### config.mk
export PLATFORM = sky130hd
export DESIGN_NAME = oled_seq_ctrl_flat
export DESIGN_NICKNAME = d
export VERILOG_FILES = /design/src/rtl/oled_wr_if.sv /design/src/rtl/oled_seq_ctrl.sv /design/src/flat_wrapper.sv
export SDC_FILE = /design/constraint.sdc
export NUM_CORES = 2
export LEC_CHECK = 0
export ABC_AREA = 1
export BUFFER_PORTS_ARGS = -buffer_cell sky130_fd_sc_hd__buf_2
export CAP_MARGIN = 15
export CORE_MARGIN = 4
export CORE_UTILIZATION = 45
export CTS_BUF_LIST = sky130_fd_sc_hd__clkbuf_16
export CTS_CLUSTER_SIZE = 28
export DETAILED_ROUTE_END_ITERATION = 8
export GPL_TIMING_DRIVEN = 0
export PLACE_DENSITY_LB_ADDON = 0.3
export SLEW_MARGIN = 20
export SYNTH_ARGS = -nofsm -noshare
export SYNTH_HDL_FRONTEND = slang
export SYNTH_SLANG_ARGS = --single-unit
### constraint.sdc
create_clock -name CLK -period 7 [get_ports CLK]
set_clock_uncertainty 0.2 [all_clocks]
set_input_delay 1.4 -clock CLK [delete_from_list [all_inputs] [get_ports CLK]]
set_output_delay 1.4 -clock CLK [all_outputs]
set_load 0.05 [all_outputs]
### src/rtl/oled_wr_if.sv
// Word-wide write port into the OLED sequencer: text buffer lanes plus the control register.
interface oled_wr_if #(
  parameter int ADDR_W = 8
);
  logic              WR_EN;
  logic [ADDR_W-1:0] WR_ADDR;
  logic [31:0]       WR_DATA;
  logic [3:0]        WR_BE;
  logic              WR_ACK;

  modport master (output WR_EN, output WR_ADDR, output WR_DATA, output WR_BE, input WR_ACK);
  modport slave  (input WR_EN, input WR_ADDR, input WR_DATA, input WR_BE, output WR_ACK);
endinterface

### src/rtl/oled_seq_ctrl.sv
// PmodOLED sequencer: text buffer, init/clear/update FSM driving external engines, SPI pin mux.
module oled_seq_ctrl #(
  parameter int         NUM_CHARS   = 64,
  parameter int         ADDR_W      = 8,
  parameter int         CTRL_ADDR   = 2**ADDR_W-1,
  parameter int         TIMEOUT_CYC = 50_000_000,
  parameter int         REFRESH_CYC = 5_000_000,
  parameter logic [7:0] BLANK_CHAR  = 8'h20
) (
  input  logic                   CLK,
  input  logic                   RST,
  oled_wr_if.slave               wr,
  output logic [7:0]             STATUS,
  output logic                   INIT_EN,
  input  logic                   INIT_DONE,
  input  logic                   INIT_CS,
  input  logic                   INIT_SDO,
  input  logic                   INIT_SCLK,
  input  logic                   INIT_DC,
  output logic                   DRAW_EN,
  output logic                   DRAW_CLEAR,
  output logic                   DRAW_MODE,
  input  logic                   DRAW_DONE,
  input  logic                   DRAW_CS,
  input  logic                   DRAW_SDO,
  input  logic                   DRAW_SCLK,
  input  logic                   DRAW_DC,
  output logic [NUM_CHARS*8-1:0] CHAR_BUF,
  output logic                   CS,
  output logic                   SDIN,
  output logic                   SCLK,
  output logic                   DC,
  output logic                   LED_INIT,
  output logic                   LED_READY
);
  localparam int                NUM_WORDS = NUM_CHARS / 4;
  localparam logic [ADDR_W-1:0] WORDS_A   = ADDR_W'(NUM_WORDS);
  localparam logic [ADDR_W-1:0] CTRL_A    = ADDR_W'(CTRL_ADDR);
  localparam logic [31:0]       TMO_LAST  = 32'(TIMEOUT_CYC - 1);
  localparam logic [31:0]       REF_LAST  = 32'(REFRESH_CYC - 1);

  typedef enum logic [2:0] {S_START, S_INIT, S_CLEAR, S_UPDATE, S_WAIT, S_IDLE, S_ERROR} state_t;

  state_t                 state_q, state_d;
  logic [NUM_CHARS*8-1:0] buf_q, buf_d, snap_q, snap_d;
  logic                   dirty_q, dirty_d, upd_q, upd_d, clr_q, clr_d, reinit_q, reinit_d;
  logic                   mode_q, mode_d, auto_q, auto_d, addr_err_q, addr_err_d, err_q, err_d;
  logic                   tick_q, tick_d, led_init_q, led_init_d, wr_ack_q, wr_ack_d;
  logic                   init_en_q, init_en_d, draw_en_q, draw_en_d;
  logic                   draw_clr_q, draw_clr_d, draw_mode_q, draw_mode_d;
  logic [31:0]            tmo_q, tmo_d, ref_q, ref_d;
  logic                   tmo_hit, enter_upd;

  always_comb begin
    state_d    = state_q;
    buf_d      = buf_q;
    snap_d     = snap_q;
    dirty_d    = dirty_q;
    upd_d      = upd_q;
    clr_d      = clr_q;
    reinit_d   = reinit_q;
    mode_d     = mode_q;
    auto_d     = auto_q;
    addr_err_d = addr_err_q;
    err_d      = err_q;
    tick_d     = tick_q;
    led_init_d = led_init_q;
    ref_d      = '0;
    tmo_hit    = (TIMEOUT_CYC != 0) && (tmo_q == TMO_LAST);

    case (state_q)
      S_START:  state_d = S_INIT;
      S_INIT:   if (INIT_DONE) state_d = S_CLEAR; else if (tmo_hit) state_d = S_ERROR;
      S_CLEAR: begin
        if (DRAW_DONE) begin
          state_d = S_WAIT;
          clr_d   = 1'b0;
          buf_d   = {NUM_CHARS{BLANK_CHAR}};
        end else if (tmo_hit) begin
          state_d = S_ERROR;
        end
      end
      S_UPDATE: if (DRAW_DONE) state_d = S_WAIT; else if (tmo_hit) state_d = S_ERROR;
      S_WAIT:   if (!DRAW_DONE) state_d = S_IDLE;
      S_IDLE: begin
        if (reinit_q)                        state_d = S_START;
        else if (clr_q)                      state_d = S_CLEAR;
        else if (upd_q)                      state_d = S_UPDATE;
        else if (auto_q && tick_q && dirty_q) state_d = S_UPDATE;
      end
      S_ERROR:  if (reinit_q) state_d = S_START;
      default:  state_d = S_START;
    endcase

    if (state_d == S_START && state_q != S_START) begin
      reinit_d = 1'b0;
      err_d    = 1'b0;
    end
    if (state_d == S_ERROR) err_d = 1'b1;
    if (state_d == S_IDLE)  led_init_d = 1'b1;

    // Snapshot takes the pre-write buffer; a same-cycle write re-marks dirty below.
    enter_upd = (state_d == S_UPDATE) && (state_q != S_UPDATE);
    if (enter_upd) begin
      snap_d  = buf_q;
      dirty_d = 1'b0;
      upd_d   = 1'b0;
      tick_d  = 1'b0;
    end

    if (auto_q) begin
      if (ref_q == REF_LAST) tick_d = 1'b1;
      else                   ref_d  = ref_q + 32'd1;
    end

    // New requests are applied last so they survive a same-cycle clear of the flag.
    if (wr.WR_EN) begin
      if (wr.WR_ADDR < WORDS_A) begin
        for (int k = 0; k < 4; k++) begin
          if (wr.WR_BE[k]) begin
            buf_d[(int'(wr.WR_ADDR) * 4 + k) * 8 +: 8] = wr.WR_DATA[k*8 +: 8];
            dirty_d = 1'b1;
          end
        end
      end else if (wr.WR_ADDR == CTRL_A) begin
        if (wr.WR_DATA[0]) upd_d    = 1'b1;
        if (wr.WR_DATA[1]) clr_d    = 1'b1;
        if (wr.WR_DATA[4]) reinit_d = 1'b1;
        mode_d = wr.WR_DATA[2];
        auto_d = wr.WR_DATA[3];
      end else begin
        addr_err_d = 1'b1;
      end
    end

    if (state_d != state_q)
      tmo_d = '0;
    else if (state_q == S_INIT || state_q == S_CLEAR || state_q == S_UPDATE)
      tmo_d = tmo_q + 32'd1;
    else
      tmo_d = '0;

    wr_ack_d    = wr.WR_EN;
    init_en_d   = (state_d == S_INIT);
    draw_en_d   = (state_d == S_CLEAR) || (state_d == S_UPDATE);
    draw_clr_d  = (state_d == S_CLEAR);
    draw_mode_d = enter_upd ? mode_q : ((state_d == S_UPDATE) ? draw_mode_q : 1'b0);
  end

  always_ff @(posedge CLK or negedge RST) begin
    if (!RST) begin
      state_q     <= S_START;
      buf_q       <= {NUM_CHARS{BLANK_CHAR}};
      snap_q      <= {NUM_CHARS{BLANK_CHAR}};
      dirty_q     <= 1'b0;
      upd_q       <= 1'b0;
      clr_q       <= 1'b0;
      reinit_q    <= 1'b0;
      mode_q      <= 1'b0;
      auto_q      <= 1'b0;
      addr_err_q  <= 1'b0;
      err_q       <= 1'b0;
      tick_q      <= 1'b0;
      led_init_q  <= 1'b0;
      wr_ack_q    <= 1'b0;
      init_en_q   <= 1'b0;
      draw_en_q   <= 1'b0;
      draw_clr_q  <= 1'b0;
      draw_mode_q <= 1'b0;
      tmo_q       <= '0;
      ref_q       <= '0;
    end else begin
      state_q     <= state_d;
      buf_q       <= buf_d;
      snap_q      <= snap_d;
      dirty_q     <= dirty_d;
      upd_q       <= upd_d;
      clr_q       <= clr_d;
      reinit_q    <= reinit_d;
      mode_q      <= mode_d;
      auto_q      <= auto_d;
      addr_err_q  <= addr_err_d;
      err_q       <= err_d;
      tick_q      <= tick_d;
      led_init_q  <= led_init_d;
      wr_ack_q    <= wr_ack_d;
      init_en_q   <= init_en_d;
      draw_en_q   <= draw_en_d;
      draw_clr_q  <= draw_clr_d;
      draw_mode_q <= draw_mode_d;
      tmo_q       <= tmo_d;
      ref_q       <= ref_d;
    end
  end

  // SPI is passed through combinationally so engine timing reaches the pins unchanged.
  always_comb begin
    CS   = 1'b1;
    SCLK = 1'b1;
    SDIN = 1'b0;
    DC   = 1'b0;
    case (state_q)
      S_INIT: begin
        CS = INIT_CS; SCLK = INIT_SCLK; SDIN = INIT_SDO; DC = INIT_DC;
      end
      S_CLEAR, S_UPDATE: begin
        CS = DRAW_CS; SCLK = DRAW_SCLK; SDIN = DRAW_SDO; DC = DRAW_DC;
      end
      default: ;
    endcase
  end

  assign wr.WR_ACK  = wr_ack_q;
  assign INIT_EN    = init_en_q;
  assign DRAW_EN    = draw_en_q;
  assign DRAW_CLEAR = draw_clr_q;
  assign DRAW_MODE  = draw_mode_q;
  assign CHAR_BUF   = snap_q;
  assign LED_INIT   = led_init_q;
  assign LED_READY  = (state_q == S_IDLE);
  assign STATUS     = {err_q, addr_err_q, dirty_q, upd_q, clr_q, mode_q, auto_q, (state_q == S_IDLE)};
endmodule
### src/flat_wrapper.sv
// flat-port wrapper written by rule: the top's interface ports become plain ports
module oled_seq_ctrl_flat 
#(
  parameter int         NUM_CHARS   = 64,
  parameter int         ADDR_W      = 8,
  parameter int         CTRL_ADDR   = 2**ADDR_W-1,
  parameter int         TIMEOUT_CYC = 50_000_000,
  parameter int         REFRESH_CYC = 5_000_000,
  parameter logic [7:0] BLANK_CHAR  = 8'h20
)
  (CLK, RST, STATUS, INIT_EN, INIT_DONE, INIT_CS, INIT_SDO, INIT_SCLK, INIT_DC, DRAW_EN, DRAW_CLEAR, DRAW_MODE, DRAW_DONE, DRAW_CS, DRAW_SDO, DRAW_SCLK, DRAW_DC, CHAR_BUF, CS, SDIN, SCLK, DC, LED_INIT, LED_READY, wr_WR_EN, wr_WR_ADDR, wr_WR_DATA, wr_WR_BE, wr_WR_ACK);
  oled_wr_if #(.ADDR_W(ADDR_W)) wr_i ();
  input  logic CLK;
  input  logic RST;
  output logic [7:0] STATUS;
  output logic INIT_EN;
  input  logic INIT_DONE;
  input  logic INIT_CS;
  input  logic INIT_SDO;
  input  logic INIT_SCLK;
  input  logic INIT_DC;
  output logic DRAW_EN;
  output logic DRAW_CLEAR;
  output logic DRAW_MODE;
  input  logic DRAW_DONE;
  input  logic DRAW_CS;
  input  logic DRAW_SDO;
  input  logic DRAW_SCLK;
  input  logic DRAW_DC;
  output logic [NUM_CHARS*8-1:0] CHAR_BUF;
  output logic CS;
  output logic SDIN;
  output logic SCLK;
  output logic DC;
  output logic LED_INIT;
  output logic LED_READY;
  input wire logic [$bits(wr_i.WR_EN)-1:0] wr_WR_EN;
  input wire logic [$bits(wr_i.WR_ADDR)-1:0] wr_WR_ADDR;
  input wire logic [$bits(wr_i.WR_DATA)-1:0] wr_WR_DATA;
  input wire logic [$bits(wr_i.WR_BE)-1:0] wr_WR_BE;
  output wire logic [$bits(wr_i.WR_ACK)-1:0] wr_WR_ACK;
  assign wr_i.WR_EN = wr_WR_EN;
  assign wr_i.WR_ADDR = wr_WR_ADDR;
  assign wr_i.WR_DATA = wr_WR_DATA;
  assign wr_i.WR_BE = wr_WR_BE;
  assign wr_WR_ACK = wr_i.WR_ACK;
  oled_seq_ctrl #(.NUM_CHARS(NUM_CHARS), .ADDR_W(ADDR_W), .CTRL_ADDR(CTRL_ADDR), .TIMEOUT_CYC(TIMEOUT_CYC), .REFRESH_CYC(REFRESH_CYC), .BLANK_CHAR(BLANK_CHAR)) u_core (.CLK(CLK), .RST(RST), .wr(wr_i), .STATUS(STATUS), .INIT_EN(INIT_EN), .INIT_DONE(INIT_DONE), .INIT_CS(INIT_CS), .INIT_SDO(INIT_SDO), .INIT_SCLK(INIT_SCLK), .INIT_DC(INIT_DC), .DRAW_EN(DRAW_EN), .DRAW_CLEAR(DRAW_CLEAR), .DRAW_MODE(DRAW_MODE), .DRAW_DONE(DRAW_DONE), .DRAW_CS(DRAW_CS), .DRAW_SDO(DRAW_SDO), .DRAW_SCLK(DRAW_SCLK), .DRAW_DC(DRAW_DC), .CHAR_BUF(CHAR_BUF), .CS(CS), .SDIN(SDIN), .SCLK(SCLK), .DC(DC), .LED_INIT(LED_INIT), .LED_READY(LED_READY));
endmodule
## After elaboration in Yosys (flattened, before gate mapping)

Index checks and enable logic that the tools add are counted.

| operators by class | value |
|---|---|
| equality and inequality tests | 17 |
| mux-type cells | 66 |
| add/subtract/negate cells | 9 |
| bitwise logic cells | 2 |
| $lt $le $gt $ge | 1 |
| reductions and logical operators | 14 |
| shift operators | 8 |

Operators with widths:

| cell | number |
|---|---|
| 2-to-1 mux 512 bit | 14 |
| bitwise mux 512 bit | 4 |
| variable shift 8 x 33 -> 512 bit (first input constant) | 4 |
| indexed part select 8 x 33 -> 512 bit | 4 |
| 2-to-1 mux 32 bit | 4 |
| negator 32 -> 33 bit | 3 |
| adder 32 x 1 -> 32 bit (second input constant) | 2 |
| negator 13 -> 33 bit | 1 |
| == test 32 x 23 -> 1 bit (second input constant) | 1 |
| == test 32 x 26 -> 1 bit (second input constant) | 1 |
| 2-to-1 mux 1 bit | 30 |
| 2-to-1 mux 3 bit | 9 |
| adder 10 x 2 -> 11 bit (second input constant) | 2 |
| one-hot mux 3 bit (6 select lines) | 1 |
| == test 3 bit (second input constant) | 5 |
| == test 3 x 2 -> 1 bit (second input constant) | 4 |
| adder 10 x 1 -> 11 bit (second input constant) | 1 |
| == test 8 bit (second input constant) | 1 |
| < comparator 8 x 5 -> 1 bit (second input constant) | 1 |
| one-hot mux 1 bit (2 select lines) | 4 |
| == test 3 x 1 -> 1 bit (second input constant) | 2 |
| logical NOT 3 bit | 2 |
| AND reduction 3 bit | 2 |
| logical AND 1 bit | 4 |
| 8 further kinds | 11 |

| word-level totals | value |
|---|---|
| output and inout port bits | 531 |
| word-level logic and storage cells | 137 |
| register bits after elaboration | 1,106 |
| bits of input ports | 57 |

## Logic depth before layout (Yosys ltp)

| depth | value |
|---|---|
| depth after elaboration | 18 |
| gate-level depth with buffers | 20 |
| gate-level depth less buffers | 17 |

## Least setup slack after synthesis

Ideal clock, no wire load.

| timing path | value |
|---|---|
| kind | in2reg |
| start | in wr_WR_ADDR[5] |
| end | reg u_core.buf_q[420] |
| required time | 6.677 ns |
| stages on the path | 18 |
| library setup time | 0.123 ns |
| path buffers | 3 |
| arrival time | 3.903 ns |
| slack | 2.775 ns |
| path through | inv_2 > clkbuf_1 > clkbuf_1 > ha_1 > nand2_1 > nor2_1 > ha_1 > nor2_1 > nand2_1 > nor2_1 > nand2_1 > nand2_1 > nand4_4 > nor2_4 > nand4_2 > buf_2 > nand2_1 > o21ai_1 |

| between the ends | value |
|---|---|
| cells in the longest elaborated chain, start to end | 18 |
| elaborated cells on any way between the ends | 32 |
| those cells by class | add/sub: 7; order compare: 1; shift: 8; mux: 16 |

RTL lines:

| what | line | text |
|---|---|---|
| start: declaration | flat_wrapper.sv:38 | `input wire logic [$bits(wr_i.WR_ADDR)-1:0] wr_WR_ADDR;` |
| parallel branches: the longest is 16 deep, another holds negator 32 -> 33 bit | n/a |  |
| 2-to-1 mux 512 bit * | oled_seq_ctrl.sv:118 | `if (wr.WR_ADDR < WORDS_A) begin` |
| 2-to-1 mux 512 bit * | oled_seq_ctrl.sv:117 | `if (wr.WR_EN) begin` |
| via u_core.buf_d[420] | oled_seq_ctrl.sv:45 | `logic [NUM_CHARS*8-1:0] buf_q, buf_d, snap_q, snap_d;` |
| end signal: assignment | oled_seq_ctrl.sv:153 | `buf_q <= {NUM_CHARS{BLANK_CHAR}};` |
| end signal: assignment | oled_seq_ctrl.sv:174 | `buf_q <= buf_d;` |
| end: declaration | oled_seq_ctrl.sv:45 |  |

Mark *: on every way through the listed nets, which the timed path passes. The select of a mux whose other input is x is not followed.
A chain may end at the register's enable or synchronous reset.

## Worst setup path after layout

| timing path | value |
|---|---|
| start | in wr_WR_ADDR[1] |
| end | reg u_core.buf_q[258] |

Same word-level chain as after synthesis.

==> results.sh <==
export IMPL_wl_per_cell_um=24.7
export IMPL_fp_row_count=116
export IMPL_cpLargestDelayFamily="buffers and inverters"
export IMPL_vias=39500
export IMPL_critPathKind="in2reg"
export IMPL_cts_tree="done"
export IMPL_critPathArrivalTime_ns=6.68
export IMPL_tightest_slew_ns=1.26
export IMPL_synth_seq_cells=1106
export IMPL_ys_flop_type="dfrtp_1"
export IMPL_syn_area_mm2=0.0459
export IMPL_synthesis_nets=5107
export IMPL_clock_fmax_ghz=0.160
export IMPL_status="finished, final reports clean"
export IMPL_yosys_area_share_simple_pct=16.7
export IMPL_final_setup_viol_count=0
export IMPL_cts_sink_count=1106
export IMPL_synth_top_family_by_area="simple AND/OR/NAND/NOR gates"
export IMPL_async_reset_ff_share_pct=100
export IMPL_drt_iter0_drc=3843
export IMPL_areaGrowthSynthToFinish_pct=19.1
export IMPL_synth_xor_area_share_pct=0.682
export IMPL_drc=0
export IMPL_relSlewSlack_pct=16.1
export IMPL_initial_utilization_pct=45.6
export IMPL_finalWirelength_um=179000
export IMPL_maxCapViolations=0
export IMPL_synth_edf_count=0
export IMPL_synth_cells=5044
export IMPL_synthAdderAreaFrac_pct=0.164
export IMPL_nFillCells=9305
export IMPL_p_per_area_mw_per_mm2=409
export IMPL_synth_compound_area_share_pct=12.5
export IMPL_critPathMaxStageDelay_ns=0.89
export IMPL_ir_drop_mv=0.296
export IMPL_seqCellArea_mm2=0.0278
export IMPL_grt_pass1_wl_um=257000
export IMPL_htreeDepth=3
export IMPL_worstPathRequired_ns=7.42
export IMPL_routabilityCongestion=1.01
export IMPL_dp_hpwl_um=136000
export IMPL_clkLatencyLatePin_ns=0.73
export IMPL_vias_per_cell=5.46
export IMPL_cts_resized=0
export IMPL_clk_pin_slew_ns=0.06
export IMPL_synth_seq_area_share_pct=60.7
export IMPL_worst_setup_path_end_kind="flip-flop"
export IMPL_holdBufCountCts=0
export IMPL_multiInputGateArea_mm2=0.0138
export IMPL_crit_chain="buf_2, clkbuf_1, inv_1, clkbuf_1, clkbuf_1, ha_1, xor2_2, inv_2, buf_2, nor3_2, nand2_1, o21ai_1"
export IMPL_layout_drive_gt1_share_pct=18.0
export IMPL_placed_cells=6996
export IMPL_antenna_found_initial=27
export IMPL_fp_coreArea_mm2=0.101
export IMPL_num_io_pins=588
export IMPL_finalCritPeriodShare_pct=89.4
export IMPL_cp_start_kind="input pin"
export IMPL_hold_class="reg2reg"
export IMPL_ant_nets=0
export IMPL_die_y_um=327
export IMPL_die_area_mm2=0.107
export IMPL_slew_violations=0
export IMPL_p_leak_uw=0.0260
export IMPL_fin_crit_ns=6.25
export IMPL_grt_pass1_vias=38400
export IMPL_place_ws_ns=0.200
export IMPL_avgSynthCellArea_um2=9.10
export IMPL_stdcell_count=7229
export IMPL_grt_overflow=0
export IMPL_grt_max_degree=138
export IMPL_grt_use_total_pct=32.7
export IMPL_synth_mux_area_share_pct=0
export IMPL_crit_top_cell="clkbuf_1"
export IMPL_drtPass1Iterations=6
export IMPL_ys_types=46
export IMPL_crit_fanout=10
export IMPL_critPathSlowestCell="clkbuf_1"
export IMPL_clockRootBuffer="clkbuf_16"
export IMPL_critical_path_buf_inv_count=7
export IMPL_portBuffers=586
export IMPL_finalWorstSetupSlack_ns=0.745
export IMPL_die_w_um=327
export IMPL_hold_viol=0
export IMPL_clock_path_buffers=3
export IMPL_ys_warn_count=0
export IMPL_cts_setup_buffers=0
export IMPL_cts_buffers=114
export IMPL_finalNetCount=5818
export IMPL_fin_setup_tns_ns=0
export IMPL_rsz0062_at_grt="no"
registers in the layout (all words and copies together), names as in the netlist, 3 cells and up:
register         count
u_core.tmo_q        32
u_core.buf_q       512
u_core.ref_q        32
u_core.CHAR_BUF    512
u_core.state_q       3
cells in the final DEF, fill, tap and decap left out, types with 24 or more instances in the layout:
cell and instances:
buf_2 643, nand3_1 368, dfstp_2 128, o21ai_0 566, clkbuf_16 114, o21ai_1 278
nor2_1 336, o22ai_1 88, inv_1 789, clkbuf_1 148, nand4_1 52, dfrtp_1 978
nor3_1 55, xor2_1 25, nand2_1 918, buf_6 24, o31ai_1 73
area by class of cell:
class | count | area share, %
well taps | 1357 | 3.11
flip-flops and latches | 1106 | 50.9
clock inverters | 104 | 1.78
diodes | 15 | 0.0687
inverters | 772 | 5.30
clock buffers | 114 | 5.22
multi-input cells | 2898 | 25.3
plain buffers | 268 | 2.47
repair buffers | 595 | 5.83
cells by family after synthesis:
logic type	Yosys count
simple gates	1792
xor+xnor	34
compound gates	1066
buf+inv	1040
flops	1106
fa+ha+maj	6
worst paths after layout:
check	from	to	depth (start not counted)	slack, ns
worst max-delay path	wr_WR_ADDR[1]	u_core.buf_q[258]$_DFF_PN0_	12	0.75
worst min-delay path	u_core.buf_q[397]$_DFF_PN1_	u_core.CHAR_BUF[397]$_DFFE_PN1P_	2	0.27
worst max register to register	u_core.state_q[1]$_DFF_PN0_	u_core.buf_q[481]$_DFF_PN0_	9	2.99
worst min register to register	u_core.buf_q[397]$_DFF_PN1_	u_core.CHAR_BUF[397]$_DFFE_PN1P_	2	0.27
max in group asynchronous	RST	u_core.CHAR_BUF[299]$_DFFE_PN0P_	5	3.41
min in group asynchronous	RST	u_core.tmo_q[19]$_DFF_PN0_	1	0.43
tightest hold or removal path, stage by stage, from the launching register on:
cell and delay, ns:
dfstp_2 0.36, inv_1 0.06, o21ai_1 0.06
Yosys cell counts, types with 58 or more instances:
| cell type | instances | share of area [%] |
|---|---|---|
| nor2_1 | 336 | 2.7 |
| o21ai_0 | 566 | 6.2 |
| clkbuf_1 | 155 | 1.3 |
| dfstp_2 | 128 | 7.3 |
| inv_1 | 760 | 6.2 |
| o31ai_1 | 73 | 1.2 |
| nand3_1 | 368 | 4.0 |
| nand2_1 | 918 | 7.5 |
| dfrtp_1 | 978 | 53 |
| buf_2 | 58 | 0.63 |
| o21ai_1 | 278 | 3.0 |
| o22ai_1 | 88 | 1.2 |
report_power, final:
part	total [µW]	internal (µW)	switching (µW)
Clock	6270	3570	2690
Combinational	7650	1630	6020
Sequential	8460	7810	643
Total	22400	13000	9360
per-layer routing:
metal / track usage (%) / share of wire (%) / up-vias / routed length, µm
met2: 51.7 / 46 / 1785 / 81700
met3: 9.45 / 9.6 / 397 / 17100
li1: - / - / 17800 / -
met1: 42.3 / 40 / 19500 / 71200
met5: 0 / 0.072 / - / 128
met4: 14.0 / 4.7 / 20 / 8430
per-stage QoR:
step	util, %	total power [µW]	area (µm²)	hold slack, ns
CTS	54.3	22300	54600	0.267
floorplan	-	13300	45900	0.233
global placement	50.2	16000	50500	0.247
finish	54.3	22400	54600	0.268
global route	54.3	23300	54600	0.279
detailed placement	50.5	16100	50800	0.259
Note: power is estimated with default switching activity, not from simulation.
